==> config.mk <==
export PLATFORM = sky130hd
export DESIGN_NAME = list_sum_sink_flat
export DESIGN_NICKNAME = d
export VERILOG_FILES = /design/src/rtl/list_sum_sink_if.sv /design/src/rtl/list_sum_sink.sv /design/src/flat_wrapper.sv
export SDC_FILE = /design/constraint.sdc
export NUM_CORES = 1
export LEC_CHECK = 0
export BUFFER_PORTS_ARGS = -buffer_cell sky130_fd_sc_hd__buf_2
export CORE_MARGIN = 10
export CORE_UTILIZATION = 45
export DETAILED_ROUTE_END_ITERATION = 8
export PLACE_DENSITY = 0.74
export REMOVE_ABC_BUFFERS = 1
export SLEW_MARGIN = 20
export SYNTH_ARGS = -nofsm -noshare
export SYNTH_HDL_FRONTEND = slang
export SYNTH_SLANG_ARGS = --single-unit
==> constraint.sdc <==
create_clock -name clock -period 5.6 [get_ports clock]
set_clock_uncertainty 0.15 [all_clocks]
set_input_delay 0.56 -clock clock [delete_from_list [all_inputs] [get_ports clock]]
set_output_delay 0.56 -clock clock [all_outputs]
set_load 0.005 [all_outputs]
==> src/rtl/list_sum_sink_if.sv <==
// ============================================================================
//  Module      : list_sum_sink_if
//  Description : dfd list-stream handshake bundle (req/ack/eol/value).
//                The producer (list source) is the master: it drives
//                ack/eol/value and observes req. The consumer (list sink)
//                is the slave: it drives req and observes ack/eol/value.
//  Ports       : none (signal bundle only)
//                req    - element request, consumer -> producer
//                ack    - one-cycle producer strobe; eol/value valid with it
//                eol    - end of list; value ignored when set
//                value  - list element, N bits
//  Revision    : 1.0 - initial release
// ============================================================================
`default_nettype none

interface list_sum_sink_if #(
    parameter int N = 8
) ();
    logic         req;
    logic         ack;
    logic         eol;
    logic [N-1:0] value;

    modport master (input req, output ack, output eol, output value);
    modport slave  (output req, input ack, input eol, input value);
endinterface

`default_nettype wire

==> src/rtl/list_sum_sink.sv <==
// ============================================================================
//  Module      : list_sum_sink
//  Description : Downstream consumer of a dfd list stream. On a ready/done
//                call it requests list elements one at a time and sums them
//                until end-of-list, then presents result/count/overflow with
//                done held until the caller drops ready.
//  Ports       : clock       - system clock, rising edge
//                reset_n     - asynchronous active-low reset
//                ready       - call request (level, held for whole call)
//                done        - result valid, held until ready falls
//                result      - sum of consumed elements mod 2^ACC_W
//                count       - number of elements consumed (saturating)
//                overflow    - sticky carry-out of the accumulator
//                timeout_err - only with LIST_SUM_TIMEOUT_EN: REQ timed out
//                lst         - list handshake (slave side)
//  Options     : LIST_SUM_TIMEOUT_EN - adds TIMEOUT parameter, timeout_err
//                port and a no-ack watchdog in the request state.
//  Revision    : 1.0 - initial release
// ============================================================================
`default_nettype none

module list_sum_sink #(
    parameter int N     = 8,
    parameter int ACC_W = 16,   // must be >= N
    parameter int CNT_W = 8
`ifdef LIST_SUM_TIMEOUT_EN
    ,
    parameter int TIMEOUT = 1024
`endif
) (
    input  wire logic             clock,
    input  wire logic             reset_n,
    input  wire logic             ready,
    output logic                  done,
    output logic [ACC_W-1:0]      result,
    output logic [CNT_W-1:0]      count,
    output logic                  overflow,
`ifdef LIST_SUM_TIMEOUT_EN
    output logic                  timeout_err,
`endif
    list_sum_sink_if.slave        lst
);

    typedef enum logic [1:0] {
        S_IDLE = 2'd0,
        S_REQ  = 2'd1,
        S_GAP  = 2'd2,
        S_DONE = 2'd3
    } state_t;

    state_t             state_q, state_d;
    logic [ACC_W-1:0]   result_q, result_d;
    logic [CNT_W-1:0]   count_q, count_d;
    logic               overflow_q, overflow_d;

    logic [N-1:0]       value_w;
    logic [ACC_W:0]     sum_w;      // extra MSB is the carry-out

    assign value_w = lst.value;
    assign sum_w   = {1'b0, result_q} + (ACC_W + 1)'(value_w);

`ifdef LIST_SUM_TIMEOUT_EN
    localparam int TMO_W = $clog2(TIMEOUT + 1);
    localparam logic [TMO_W-1:0] TMO_LAST = TMO_W'(TIMEOUT - 1);

    logic [TMO_W-1:0]   tmo_cnt_q, tmo_cnt_d;
    logic               terr_q, terr_d;
`endif

    // Outputs are pure decodes of state so that an asynchronous reset drops
    // req/done immediately without waiting for a clock edge.
    assign lst.req  = (state_q == S_REQ);
    assign done     = (state_q == S_DONE);
    assign result   = result_q;
    assign count    = count_q;
    assign overflow = overflow_q;
`ifdef LIST_SUM_TIMEOUT_EN
    assign timeout_err = terr_q;
`endif

    always_ff @(posedge clock or negedge reset_n) begin
        if (!reset_n) begin
            state_q    <= S_IDLE;
            result_q   <= '0;
            count_q    <= '0;
            overflow_q <= 1'b0;
`ifdef LIST_SUM_TIMEOUT_EN
            tmo_cnt_q  <= '0;
            terr_q     <= 1'b0;
`endif
        end else begin
            state_q    <= state_d;
            result_q   <= result_d;
            count_q    <= count_d;
            overflow_q <= overflow_d;
`ifdef LIST_SUM_TIMEOUT_EN
            tmo_cnt_q  <= tmo_cnt_d;
            terr_q     <= terr_d;
`endif
        end
    end

    always_comb begin
        state_d    = state_q;
        result_d   = result_q;
        count_d    = count_q;
        overflow_d = overflow_q;
`ifdef LIST_SUM_TIMEOUT_EN
        // Cleared by default: only an ack-less REQ cycle advances it.
        tmo_cnt_d  = '0;
        terr_d     = terr_q;
`endif
        case (state_q)
            S_IDLE: begin
                if (ready) begin
                    result_d   = '0;
                    count_d    = '0;
                    overflow_d = 1'b0;
`ifdef LIST_SUM_TIMEOUT_EN
                    terr_d     = 1'b0;
`endif
                    state_d    = S_REQ;
                end
            end
            S_REQ: begin
                // Abort has priority over a same-cycle ack.
                if (!ready) begin
                    state_d = S_IDLE;
                end else if (lst.ack) begin
                    if (lst.eol) begin
                        state_d = S_DONE;
                    end else begin
                        result_d   = sum_w[ACC_W-1:0];
                        overflow_d = overflow_q | sum_w[ACC_W];
                        if (count_q != '1) begin
                            count_d = count_q + CNT_W'(1);
                        end
                        state_d = S_GAP;
                    end
                end
`ifdef LIST_SUM_TIMEOUT_EN
                else if (tmo_cnt_q == TMO_LAST) begin
                    terr_d  = 1'b1;
                    state_d = S_DONE;
                end else begin
                    tmo_cnt_d = tmo_cnt_q + TMO_W'(1);
                end
`endif
            end
            S_GAP: begin
                // One req-low cycle between elements.
                state_d = ready ? S_REQ : S_IDLE;
            end
            S_DONE: begin
                if (!ready) begin
                    state_d = S_IDLE;
                end
            end
            default: begin
                state_d = S_IDLE;
            end
        endcase
    end

endmodule

`default_nettype wire

==> src/flat_wrapper.sv <==
// flat-port wrapper written by rule: the top's interface ports become plain ports
module list_sum_sink_flat 
#(
    parameter int N     = 8,
    parameter int ACC_W = 16,                  
    parameter int CNT_W = 8

)
  (clock, reset_n, ready, done, result, count, overflow, lst_req, lst_ack, lst_eol, lst_value);
  list_sum_sink_if #(.N(N)) lst_i ();
  input  wire logic clock;
  input  wire logic reset_n;
  input  wire logic ready;
  output logic done;
  output logic [ACC_W-1:0] result;
  output logic [CNT_W-1:0] count;
  output logic overflow;
  output wire logic [$bits(lst_i.req)-1:0] lst_req;
  input wire logic [$bits(lst_i.ack)-1:0] lst_ack;
  input wire logic [$bits(lst_i.eol)-1:0] lst_eol;
  input wire logic [$bits(lst_i.value)-1:0] lst_value;
  assign lst_req = lst_i.req;
  assign lst_i.ack = lst_ack;
  assign lst_i.eol = lst_eol;
  assign lst_i.value = lst_value;
  list_sum_sink #(.N(N), .ACC_W(ACC_W), .CNT_W(CNT_W)) u_core (.clock(clock), .reset_n(reset_n), .ready(ready), .done(done), .result(result), .count(count), .overflow(overflow), .lst(lst_i));
endmodule
==> impl_metrics.toml, run 1 <==
[place]
placedCellCount = 254
place.gp.congestion = 0.8134
place_area_um2 = 1874
dp_hpwl_um = 3041
port_buffers = 39

[layout]
fill_cells = 324
finalNonFillerCells = 258
syn2layout_area_growth_pct = 15.94
diodes = 0
fin_nets = 236
fin_area_um2 = 1902
drive_gt1_frac = 0.2217

[synth]
synthTopCellsByArea = "dfrtp_1, ha_1, a21oi_1"
yosysTopAreaCell = "dfrtp_1"
seq_area_frac_synth = 0.4119
syn_inst = 174
synthArstFlopShare = 1.000
synth-edff-count = 0
netlist_area_um2 = 1640
yosys_warnings = 0
synth_cell_types = 46
syn_avg_cell_area_um2 = 9.427
synthFlopType = "dfrtp_1"
ys_ff_latch = 27
synth_top_area_share = 0.4119

[power]
comb_power_share = 0.232
power_density_nw_per_um2 = 208.9
power.internal_mw = 0.2724
power.share.sequential = 0.544
netSwitchingFraction = 0.3146
leakagePower_nw = 0.9405
clock_power_share = 0.224
power_switching_mw = 0.1250
peakVddDrop_v = 0.0001486

[sta]
setup_viol = 0
whs_ps = 52.15
final.setup.tns_ps = 0
period_needed_ps = 2428
finalHoldViolations = 0
rsz0062_at_grt = "no"
fin_crit_sh = 0.4335
tightest_slew_ps = 608.8
slew_headroom = 0.5941
drv_slew = 0
max_freq_mhz = 411.9

[global_route]
grt_pass1_wl_um = 6748
overflow = 0
grt_use_total = 0.1272
met3_usage = 0.03563
grt_pass1_vias = 1393
grt_max_degree = 28
grt.busiest_layer = "met2"
antenna_found_initial = 0
met1_usage = 0.1710
grt_use_met2 = 0.1895

[route]
drt-total-wl_um = 3957
num_vias = 1438
drc_errors = 0
wl_per_cell_um = 15.34
dr.pass1.iters = 4
viasPerCell = 5.574
drtAntennaViolNets = 0
first_iter_violations = 137

[setup_path]
path_cells = "ha_1, inv_1, fa_1, nor2b_1, o31a_1, o32ai_2, or4_1, a21oi_1"
cp.arrival_ps = 2550
critPathTopFamily = "simple AND/OR/NAND/NOR gates"
path_class = "reg -> reg"
path_buf_inv = 1
required_ps = 5730
cp_max_fo = 9
slowest_delay_ps = 520
start_kind = "flop"
crit_slowest_cell = "or4_1"
critPathCaptureType = "flop"

[clock_tree]
cts_tree = "yes"
clkSlewWorstSetupHoldPaths_ps = 150
cts-root-buf = "clkbuf_4"
clock_sinks = 27
cts.repair.resized = 0
post_cts_buffers = 0
clk-insertion-delay-late_ps = 340
clock_path_buffers = 2
htree_levels = 1
cts_buffers = 3
holdBufCountCts = 0

[die]
ios = 40
core_um2 = 3416
rows = 21
die_area_um2 = 6460
fp.dieW_um = 80.38
die_y_um = 80.38
start_util = 0.4802

[outcome]
outcome = "finished clean"

[min_path]
hold_path.class = "in -> async"

[job]
max_cap_violations = 0
==> synth_stat cells, types with 2 or more instances <==
library cell and n:
o31ai_1 4, clkbuf_1 4, xor2_1 2, inv_1 7, a22o_1 2, and3_1 4
nand2b_1 7, o21ai_0 13, dfrtp_1 27, nand3_1 6, nand2_1 14, o21ai_1 3
or2_1 2, ha_1 9, o211a_1 2, a21oi_1 13, nor2b_1 3, o21a_1 5
a211oi_1 3, or3_1 5, or4_1 2, a21o_1 3, mux2i_1 3, nor2_1 9
==> layout make-up <==
class	instances	area [um^2]	share of cell area
clock buffers	3	22.52	0.01184
flip-flops and latches	27	675.6	0.3553
repair buffers	39	195.2	0.1026
clock inverters	1	5.005	0.002632
multi-input cells	135	919.6	0.4836
inverters	7	26.28	0.01382
well taps	46	57.56	0.03026
==> stage by stage <==
step	setup slack, ps	util	total power [mW]
2_1_floorplan	3144	-	0.2779
3_3_place_gp	2979	0.5487	0.3119
3_5_place_dp	2893	0.5487	0.3131
4_1_cts	3169	0.5568	0.4023
5_1_grt	2996	0.5568	0.4228
6_report	3172	0.5568	0.3974
==> cells by family after synthesis <==
kind of cell,synth area share
compound gates,0.2555
xor+xnor,0.01068
fa+ha+maj,0.08086
buf+inv,0.02746
flops,0.4119
mux,0.01831
simple gates,0.1953
==> power by group through the flow <==
stage / Combinational, mW / Clock, mW / Sequential [mW]
detailed placement: 0.0933 / 0 / 0.220
finish: 0.0923 / 0.0889 / 0.216
floorplan: 0.0587 / 0 / 0.219
CTS: 0.0937 / 0.0926 / 0.216
global route: 0.106 / 0.0990 / 0.218
global placement: 0.0924 / 0 / 0.220
==> metal layers <==
layer  part of all wire  up-vias
li1                   -      728
met1               0.48      668
met2               0.45       37
met3              0.062        5
met4              0.012        0
met5                  0        -
==> worst reg2reg max path: stages (launching register included) <==
cell and delay (ps):
dfrtp_1 390, ha_1 170, inv_1 50, fa_1 360, nor2b_1 210, o31a_1 210, o32ai_2 160, or4_1 520
a21oi_1 150
==> cell usage in the layout (no fill, tap or decap), drive strengths merged, types with 2 or more instances in the layout <==
master  Yosys  final
clkbuf      4      3
xor2        2      2
or3         5      5
or4         2      2
inv         7      7
mux2i       3      3
nand2b      8      8
and3        4      4
a21oi      13     13
ha          9      9
a211oi      3      3
nand2      14     14
or2         4      4
o31ai       4      4
o21a        5      5
a21o        3      3
nand3       6      6
o211a       2      2
buf         1     39
nor2b       3      3
a22o        2      2
nor2        9      9
dfrtp      27     27
o21ai      16     16
==> sequential cells by signal, indices dropped and copies added (netlist names) <==
register	count
u_core.overflow	1
u_core.result	16
u_core.state_q	2
u_core.count	8
==> worst paths after layout <==
kind	start	endpoint	slack, ps	depth (start not counted)
max in group asynchronous	reset_n	u_core.count[1]	4850	1
hold reg to reg	u_core.overflow	u_core.overflow	370	1
hold / removal	reset_n	u_core.result[11]	50	1
min in group clock	ready	u_core.state_q[1]	330	2
setup reg to reg	u_core.result[0]	u_core.result[14]	3170	8
setup / recovery	u_core.result[0]	u_core.result[14]	3170	8
No activity file was read; power rests on OpenSTA's default activity.
==> run 2, diff against run 1 <==
--- a/config.mk
+++ b/config.mk
@@ -9,7 +9,7 @@
 export CORE_MARGIN = 10
 export CORE_UTILIZATION = 45
 export DETAILED_ROUTE_END_ITERATION = 8
-export PLACE_DENSITY = 0.74
+export PLACE_DENSITY = 0.77
 export REMOVE_ABC_BUFFERS = 1
 export SLEW_MARGIN = 20
 export SYNTH_ARGS = -nofsm -noshare
==> constraint.sdc (replaced) <==
create_clock -name clock -period 2 [get_ports clock]
set_clock_uncertainty 0.15 [all_clocks]
set_input_delay 0.2 -clock clock [delete_from_list [all_inputs] [get_ports clock]]
set_output_delay 0.2 -clock clock [all_outputs]
set_load 0.005 [all_outputs]
==> run 2 against run 1 <==
The run now ends with setup timing left. Critical path depth grew 1. Global-route usage grew 2.8 points. Sequential power grew to 2.8 times the previous value. Via count grew 21%. Non-clock buffer count grew 44. Cell count grew 17%. Hold slack lost 44 ps. Sequential cell count is the same. Die area is the same.
==> impl_metrics.toml, run 2 (same netlist as run 1, synthesis figures left out) <==
[route]
viasPerCell = 5.738
wl_per_cell_um = 16.70
num_vias = 1733
drt-total-wl_um = 5044
dr.pass1.iters = 4
first_iter_violations = 98
drtAntennaViolNets = 0
drc_errors = 0

[die]
fp.dieW_um = 80.38
start_util = 0.4802
die_y_um = 80.38
core_um2 = 3416
rows = 21
ios = 40
die_area_um2 = 6460

[place]
port_buffers = 39
dp_slack_ps = -328.7
place.gp.congestion = 0.8711
place_area_um2 = 2115
dp_hpwl_um = 3545

[setup_path]
critPathCaptureType = "flop"
path_buf_inv = 2
crit_slowest_cell = "or4_4"
cp.arrival_ps = 2500
critPathTopFamily = "simple AND/OR/NAND/NOR gates"
path_cells = "ha_2, inv_2, fa_2, nor2b_2, o31a_1, o32ai_2, buf_4, or4_4, a21oi_2"
required_ps = 2130
start_kind = "flop"
r2r_cells = 9
r2r_slack_ps = -370
cp_max_fo = 2
r2r_end = "u_core.result[14]"
path_class = "reg -> reg"
slowest_delay_ps = 430
reg2reg_from = "u_core.result[0]"

[layout]
drive_gt1_frac = 0.4336
layout_common_cells = "buf_4, buf_2, dfrtp_1"
multi_input_area_um2 = 1054
fin_nets = 280
fill_cells = 287
syn2layout_area_growth_pct = 44.47
diodes = 0
largest_reg_flops = 16
seq_area_um2 = 675.6
fin_area_um2 = 2370
layout_commonest_cell = "buf_4"

[min_path]
hold_path_depth = 2
worstHoldStart = "lst_ack"
hold_end = "u_core.state_q[1]"
hold_path.class = "in -> reg"

[clock_tree]
clock_sinks = 27
clkSlewWorstSetupHoldPaths_ps = 150
htree_levels = 1
cts_tree = "yes"
cts-root-buf = "clkbuf_4"
clock_path_buffers = 2
cts_buffers = 3
clk-insertion-delay-late_ps = 340

[sta]
fin_crit_sh = 1.185
rsz0062_at_grt = "yes"
fin_ws_ps = -369.1
finalHoldViolations = 0
slew_headroom = 0.5775
whs_ps = 8.493
max_freq_mhz = 422.1
final.setup.tns_ps = -2544
drv_slew = 0
tightest_slew_ps = 633.8
period_needed_ps = 2369
setup_viol = 11

[global_route]
antenna_found_initial = 0
grt_pass1_vias = 1737
grt_pass1_wl_um = 8217
grt_use_total = 0.1553
overflow = 0
grt_max_degree = 28

[outcome]
outcome = "finished, violations left"
violations = "setup timing"

[power]
leakagePower_nw = 1.163
power.total_mw = 1.263
peakVddDrop_v = 0.0002936
power_density_nw_per_um2 = 532.8

[job]
max_cap_violations = 0
==> run 2: cell count changes in the layout (fill, tap and decap cells not counted), moves of 3 or more <==
| cell | before | now |
|---|---|---|
| buf_4 | 0 | 42 |
| a21oi_1 | 13 | 10 |
| a21oi_2 | 0 | 3 |
| ha_1 | 9 | 6 |
| o31ai_1 | 4 | 1 |
==> run 2: area by class of cell <==
type / instances / share of cell area
clock buffer: 4 / 0.01109
inverter: 7 / 0.01109
multi-input combinational: 135 / 0.4446
sequential: 27 / 0.2851
tap: 46 / 0.02429
timing repair buffer: 83 / 0.2239
==> run 2: through the flow <==
step | util | instances
2_1_floorplan | - | 169
3_3_place_gp | 0.6190 | 286
3_5_place_dp | 0.6190 | 286
4_1_cts | 0.6623 | 296
5_1_grt | 0.6938 | 302
6_report | 0.6938 | 302
==> run 2: worst max path at each step <==
stage / startpoint / end / cells past startpoint
2_1_floorplan: u_core.result[0] / u_core.result[14] / 8
3_3_place_gp: u_core.result[0] / u_core.result[14] / 8
3_5_place_dp: u_core.result[0] / u_core.result[14] / 8
4_1_cts: u_core.result[0] / u_core.result[6] / 9
5_1_grt: u_core.result[0] / u_core.result[14] / 9
6_report: u_core.result[0] / u_core.result[14] / 9
==> run 2: what timing repair did <==
item                                   CTS  global route
resized for setup                       18            12
hold buffers                             2             0
endpoints found under the hold margin   29             0
setup endpoints to repair               18            17
pin swaps                               17             8
setup buffers                            4             7
==> run 2: where the power goes <==
group	leakage (nW)	switching, mW	internal (mW)
Combinational	0.778	0.206	0.209
Clock	0.0150	0.172	0.0785
Sequential	0.370	0.0218	0.576
==> run 2: per-layer routing <==
layer	track usage	vias to the layer above	part of all wire
li1	-	816	-
met1	0.1894	846	0.43
met2	0.2588	59	0.49
met3	0.03898	12	0.070
met4	0.05106	0	0.013
met5	0	-	0
